File: src/rtl/imem_loader.sv
// imem_loader: framed byte-stream loader for the instruction RAM write port.
// Frame layout: CNT_HI, CNT_LO (big-endian word count N), 4*N payload bytes
// (first byte of each word lands in wd[31:24]), then one checksum byte equal
// to the XOR of every payload byte. Each assembled word is written one cycle
// after its 4th byte is accepted. busy is high while a frame is in flight and
// is meant to hold the core in reset during the load.
module imem_loader #(
  parameter int ADDR_W = 11,   // word-address width of the RAM write port
  parameter int DEPTH  = 1024, // largest accepted word count
  parameter int BASE   = 0     // word address of the first written word
) (
  input  logic              clk,
  input  logic              reset,
  input  logic              start,
  input  logic [7:0]        in_data,
  input  logic              in_valid,
  output logic              in_ready,
  output logic              we,
  output logic [ADDR_W-1:0] wa,
  output logic [31:0]       wd,
  output logic              busy,
  output logic              done,
  output logic              err
);

  typedef enum logic [2:0] {
    S_IDLE,
    S_HDR_HI,
    S_HDR_LO,
    S_DATA,
    S_CSUM,
    S_DONE,
    S_ERR
  } state_t;

  state_t      state;
  logic [7:0]  cnt_hi;    // high byte of the word count, held until CNT_LO arrives
  logic [15:0] count;     // word count N of the current frame
  logic [15:0] idx;       // index of the next word to be written
  logic [1:0]  byte_cnt;  // position of the next payload byte within its word
  logic [23:0] asm_q;     // first three bytes of the word being assembled
  logic [7:0]  acc;       // running XOR of the payload bytes

  logic        accept;
  logic [15:0] hdr_count;

  // A byte is consumed only when both sides agree; the full count is formed
  // from the latched high byte and the low byte currently on the bus.
  assign accept    = in_valid && in_ready;
  assign hdr_count = {cnt_hi, in_data};

  // Frame-parsing state machine; every output is a register updated here.
  // NOTE: all state in this block uses non-blocking assignments so every
  // register samples the pre-edge value of its neighbours, exactly like flops.
  always_ff @(posedge clk) begin
    if (reset) begin
      // NOTE: wa/wd are cleared here too, so the write port shows a clean
      // all-zero state after reset rather than stale data from an aborted frame.
      state    <= S_IDLE;
      in_ready <= 1'b0;
      we       <= 1'b0;
      wa       <= '0;
      wd       <= '0;
      busy     <= 1'b0;
      done     <= 1'b0;
      err      <= 1'b0;
      cnt_hi   <= '0;
      count    <= '0;
      idx      <= '0;
      byte_cnt <= '0;
      asm_q    <= '0;
      acc      <= '0;
    end else begin
      // The write strobe is a single-cycle pulse unless re-armed below.
      we <= 1'b0;

      case (state)
        // Waiting for a frame, or holding the result of the previous one.
        // A start pulse clears the old result and the per-frame counters.
        S_IDLE, S_DONE, S_ERR: begin
          if (start) begin
            state    <= S_HDR_HI;
            in_ready <= 1'b1;
            busy     <= 1'b1;
            done     <= 1'b0;
            err      <= 1'b0;
            idx      <= '0;
            byte_cnt <= '0;
            acc      <= '0;
          end
        end

        S_HDR_HI: begin
          if (accept) begin
            cnt_hi <= in_data;
            state  <= S_HDR_LO;
          end
        end

        // Oversized counts are rejected before any write happens; an empty
        // frame goes straight to the checksum byte (expected value 0).
        S_HDR_LO: begin
          if (accept) begin
            count <= hdr_count;
            if (hdr_count > 16'(DEPTH)) begin
              state    <= S_ERR;
              err      <= 1'b1;
              in_ready <= 1'b0;
              busy     <= 1'b0;
            end else if (hdr_count == 16'd0) begin
              state <= S_CSUM;
            end else begin
              state <= S_DATA;
            end
          end
        end

        // Bytes shift in MSB-first; the 4th byte of a word schedules the
        // write for the next cycle while the stream keeps flowing.
        S_DATA: begin
          if (accept) begin
            acc      <= acc ^ in_data;
            asm_q    <= {asm_q[15:0], in_data};
            byte_cnt <= byte_cnt + 2'd1;
            if (byte_cnt == 2'd3) begin
              we  <= 1'b1;
              wa  <= ADDR_W'(BASE) + ADDR_W'(idx);
              wd  <= {asm_q, in_data};
              idx <= idx + 16'd1;
              if (idx + 16'd1 == count) begin
                state <= S_CSUM;
              end
            end
          end
        end

        // Final byte decides the outcome; words already written stay written.
        S_CSUM: begin
          if (accept) begin
            in_ready <= 1'b0;
            busy     <= 1'b0;
            if (in_data == acc) begin
              state <= S_DONE;
              done  <= 1'b1;
            end else begin
              state <= S_ERR;
              err   <= 1'b1;
            end
          end
        end

        default: begin
          state    <= S_IDLE;
          in_ready <= 1'b0;
          busy     <= 1'b0;
          done     <= 1'b0;
          err      <= 1'b0;
        end
      endcase
    end
  end

endmodule

File: config.mk
export PLATFORM = sky130hd
export DESIGN_NAME = imem_loader
export DESIGN_NICKNAME = d
export VERILOG_FILES = /design/src/rtl/imem_loader.sv
export SDC_FILE = /design/constraint.sdc
export NUM_CORES = 1
export LEC_CHECK = 0
export BUFFER_PORTS_ARGS = -buffer_cell sky130_fd_sc_hd__buf_2
export CORE_MARGIN = 2
export CORE_UTILIZATION = 30
export DETAILED_ROUTE_END_ITERATION = 7
export GPL_TIMING_DRIVEN = 0
export MAX_ROUTING_LAYER = met4
export PLACE_DENSITY = 0.57
export SYNTH_ARGS = -nofsm -noshare
export SYNTH_HDL_FRONTEND = slang
export SYNTH_SLANG_ARGS = --single-unit
File: constraint.sdc
create_clock -name clk -period 2.4 [get_ports clk]
set_input_delay 0.6 -clock clk [delete_from_list [all_inputs] [get_ports clk]]
set_output_delay 0.6 -clock clk [all_outputs]
set_load 0.02 [all_outputs]
Yosys cells after proc, flatten, opt, wreduce, memory -nomap -nowiden
Cells that the tools add are included.

word-level totals
  register bits after elaboration = 124
  input bits = 12
  output and inout bits = 48

operators by class
  $add $sub $neg = 2
  order comparisons = 1
  equality and inequality tests = 19
  muxes and demuxes = 36
  bitwise operators = 5
  reduce and logical (&&, ||, !) cells = 18

operator list
  operator                                                                           count
  16-bit two-way mux                                                                 3
  16-bit one-hot mux with 2 select lines                                             1
  3-bit two-way mux                                                                  9
  2-bit inequality test, second input constant                                       10
  16-bit by 1-bit adder with 16-bit output, second input constant                    1
  16-bit equality test                                                               1
  16-bit by 11-bit greater-than comparator with 1-bit output, second input constant  1
  16-bit zero test                                                                   1
  8-bit two-way mux                                                                  2
  8-bit one-hot mux with 2 select lines                                              1
  3-bit one-hot mux with 5 select lines                                              1
  1-bit two-way mux                                                                  12
  3-bit equality test, second input constant                                         3
  3-bit OR reduction                                                                 3
  8-bit equality test                                                                1
  1-bit one-hot mux with 4 select lines                                              2
  4-bit AND reduction                                                                2
  8-bit XOR                                                                          1
  7-bit AND reduction                                                                1
  3-bit by 2-bit equality test with 1-bit output, second input constant              2
  2-bit two-way mux                                                                  3
  2-bit AND reduction                                                                3
  3-bit AND reduction                                                                2
  6-bit AND reduction                                                                1
  11 further kinds                                                                   14

Longest topological paths before layout
  depth in word-level cells = 6
  gate-level depth with buffers = 9
  depth with buffers taken out = 7

Least setup slack after synthesis
Ideal clock, no wire load.

  path type = reg-to-reg
  start = register idx[0]
  end = register state[0]
  library setup time = 0.131 ns
  arrival time = 2.202 ns
  required time = 2.269 ns
  setup slack = 0.067 ns
  stages on the path, launching flop included = 8
  path through = dfxtp_1 > ha_1 > nand3_1 > or4b_2 > xnor2_1 > a221oi_1 > nor4b_4 > o211ai_1

between the ends
  longest elaborated chain between the ends = 4

RTL lines
  element                                   line  RTL
  from (decl)                               39    logic [15:0] idx;
  from (signal assigned)                    129   idx <= idx + 16'd1;
  16-bit by 1-bit adder with 16-bit output  130   if (idx + 16'd1 == count) begin
  16-bit equality test                      130
  2-bit inequality test (no source line)    -
  7-bit AND reduction (no source line)      -
  to (signal assigned)                      131   state <= S_CSUM;
  to (signal assigned)                      143   state <= S_DONE;
  to (signal assigned)                      146   state <= S_ERR;
  to (decl)                                 36    state_t state;

No other way between the ends.
A chain may end at the register's enable or synchronous reset.

Worst setup path after layout
  start = register idx[0]
  end = register state[1]

The elaborated chain is that of the path after synthesis.

==> impl_metrics.ini <==
[placement]
io_buffers = 52
placed_area_um2 = 6100
globalplace.congestion = 0.910
pre_cts_slack_ns = -0.736
dpl.hpwl_um = 11200

[global_route]
grt_pass1_wl_um = 25700
antenna_found_initial = 0
grt_max_degree = 17
grt_overflow = 0
grt_usage_pct = 17.2
grt_pass1_vias = 4696

[floorplanning]
rows = 49
core_um2 = 18100
start_util_pct = 30.7
die-area_um2 = 19600
dieHeight_um = 140
fp.dieW_um = 140
io_pins = 60

[power]
powerDensity_nw_per_um2 = 839
p_leak_nw = 2.69
peakVddDrop_mv = 0.490

[drt]
wire_per_inst_um = 15.7
via_per_inst = 5.10
drc = 4
final_antenna_net_count = 0
wl_um = 16200
drt-initial-drc-count = 386
firstDrtPassIters = 8
vias = 5261

[critical_path]
crit_path_start_kind = register
critPathTopFamily = simple AND/OR/NAND/NOR gates
worstPathMaxFanout = 7
worst_ep_required_time_ns = 2.68
critical_path_class = reg2reg
cpPeakStageDelay_ns = 0.52
crit_buf_inv = 0
cpMaxStageDelayCell = or4b_4
critical_path_arrival_ns = 2.61
crit_path_end_kind = register
path_cells = ha_4 > nand3_4 > or4b_4 > a2111o_1 > nor4b_4 > a31oi_1

[logic_synthesis]
ys_ff_latch = 124
ys.flop_type = dfxtp_1
ys_top_cells_by_area = dfxtp_1, nand2_1, a21oi_1
yosys-top-cells-count = nand2_1, dfxtp_1, a21oi_1, nor2_1, clkbuf_1
syn_nets = 719
yosysTopAreaCell = dfxtp_1
ys_types = 55
syn_inst = 705
yosysMostFrequentCell = nand2_1
synth_edf_count = 0
synth.avg_cell_area_um2 = 7.88
synth_area_um2 = 5560
synth_top_area_share_pct = 44.7
async_flop_share_pct = 0
ys_warn_count = 0
yosysSeqAreaShare_pct = 44.7

[timing]
setup_viol_count_final = 0
worst_pin_slew_ns = 0.816
slew_viol_final = 0
hold_viol = 0
setup_tns_ns = 0
min_period_ns = 2.33
max_freq_ghz = 0.429
min_period_over_period_pct = 97.0
maxSlewHeadroom_pct = 45.3
finClkSkew_ns = 0.00675
finalWorstSetupSlack_ns = 0.0708
rsz0062_at_grt = true

[layout]
syn_to_final_growth_pct = 25.5
finish.instance_area_um2 = 6980
drive_gt1_share_pct = 18.1
fin_nets = 804
diodes = 0
nFillCells = 1868
fin_util_pct = 38.6

[clock_network]
clock-sinks = 124
clockBufferDepth = 2
numCtsBuffers = 17
cts_hold_buf = 0
ctsRootBufferMaster = clkbuf_16
h-tree-depth = 4
cts_tree = yes
clk_latency_ns = 0.43
clkSlewWorstSetupHoldPaths_ns = 0.05

[job]
cap_violations = 0

[outcome]
violations = design-rule violations
status = finished, violations left

[hold_path]
hp-class = reg2reg
[routing by layer]
layer,vias up,GRT usage (%),wire length (µm)
met4,0,5.85,324
met2,147,24.4,7030
met5,-,-,0
met3,32,4.41,950
li1,2592,-,-
met1,2490,23.8,7940
[registers in the layout, indices dropped and copies added, names as in the netlist, 3 cells and up]
name    cells
wd         32
idx        16
state       3
wa         11
asm_q      24
count      16
cnt_hi      8
acc         8
[power breakdown]
| part | internal, mW | switching, mW | total, mW |
|---|---|---|---|
| sequential | 2.12 | 0.0558 | 2.18 |
| combinational | 0.323 | 0.601 | 0.924 |
| clock | 1.79 | 0.956 | 2.75 |
| total | 4.24 | 1.61 | 5.85 |
[logic make-up after synthesis]
logic type	after synthesis	share of synthesized area, %
XOR/XNOR	28	4.41
flip-flops	124	44.7
AO/OA/AOI/OAI	166	16.7
buffers and inverters	60	4.32
multiplexers	21	3.78
AND/OR/NAND/NOR	303	25.5
adder cells (fa/ha/maj)	3	0.630
[layout by cell type (no fill, tap or decap), drive strengths merged, types with 7 or more instances in the layout]
cell type,synthesis,layout
nand2,155,155
a21oi,107,107
nor3,8,8
o21ai,28,28
nor2b,7,7
dfxtp,124,124
nand3,13,13
and3,7,7
xor2,15,15
buf,18,83
mux2i,21,21
nor2,65,65
clkbuf,34,57
or3,9,9
nand3b,7,7
xnor2,13,13
inv,8,9
[worst reg2reg max path, stage by stage, from the launching register on]
cell and delay (ns):
dfxtp_4 0.37, ha_4 0.18, nand3_4 0.10, or4b_4 0.52, a2111o_1 0.47, nor4b_4 0.40, a31oi_1 0.14
[path summary, 6_finish.rpt]
kind                                          start                    end  slack, ns  cells after the start
worst min register to register  wd[30]$_SDFFE_PP0P_    wd[30]$_SDFFE_PP0P_       0.45                      2
worst min-delay path            wd[30]$_SDFFE_PP0P_    wd[30]$_SDFFE_PP0P_       0.45                      2
worst max-delay path            idx[0]$_SDFFE_PP0P_  state[1]$_SDFFE_PP0P_       0.07                      6
worst max register to register  idx[0]$_SDFFE_PP0P_  state[1]$_SDFFE_PP0P_       0.07                      6
[through the flow]
step | total power, mW | cells | hold WS (ns)
after floorplan | 2.89 | 705 | 0.432
after global placement | 3.13 | 986 | 0.441
after detailed placement | 3.12 | 986 | 0.445
after CTS | 5.87 | 1018 | 0.451
after global routing | 6.10 | 1032 | 0.471
final | 5.85 | 1032 | 0.450
[area by class of cell]
type / count / area (µm²) / share of cell area, %
Multi-Input combinational cell: 521 / 2900 / 41.6
Sequential cell: 124 / 2500 / 35.8
Clock buffer: 22 / 464 / 6.65
Timing Repair Buffer: 67 / 385 / 5.52
Tap cell: 229 / 287 / 4.11
Buffer: 51 / 245 / 3.52
Clock inverter: 10 / 163 / 2.33
Inverter: 8 / 30.0 / 0.430
[repair_timing]
action                     in CTS  in global routing
gates cloned                    0                  0
resized for setup              18                 32
buffers inserted                1                 14
pin swaps                       2                  8
setup endpoints to repair      88                 51
Note: power is estimated with default switching activity, not from simulation.
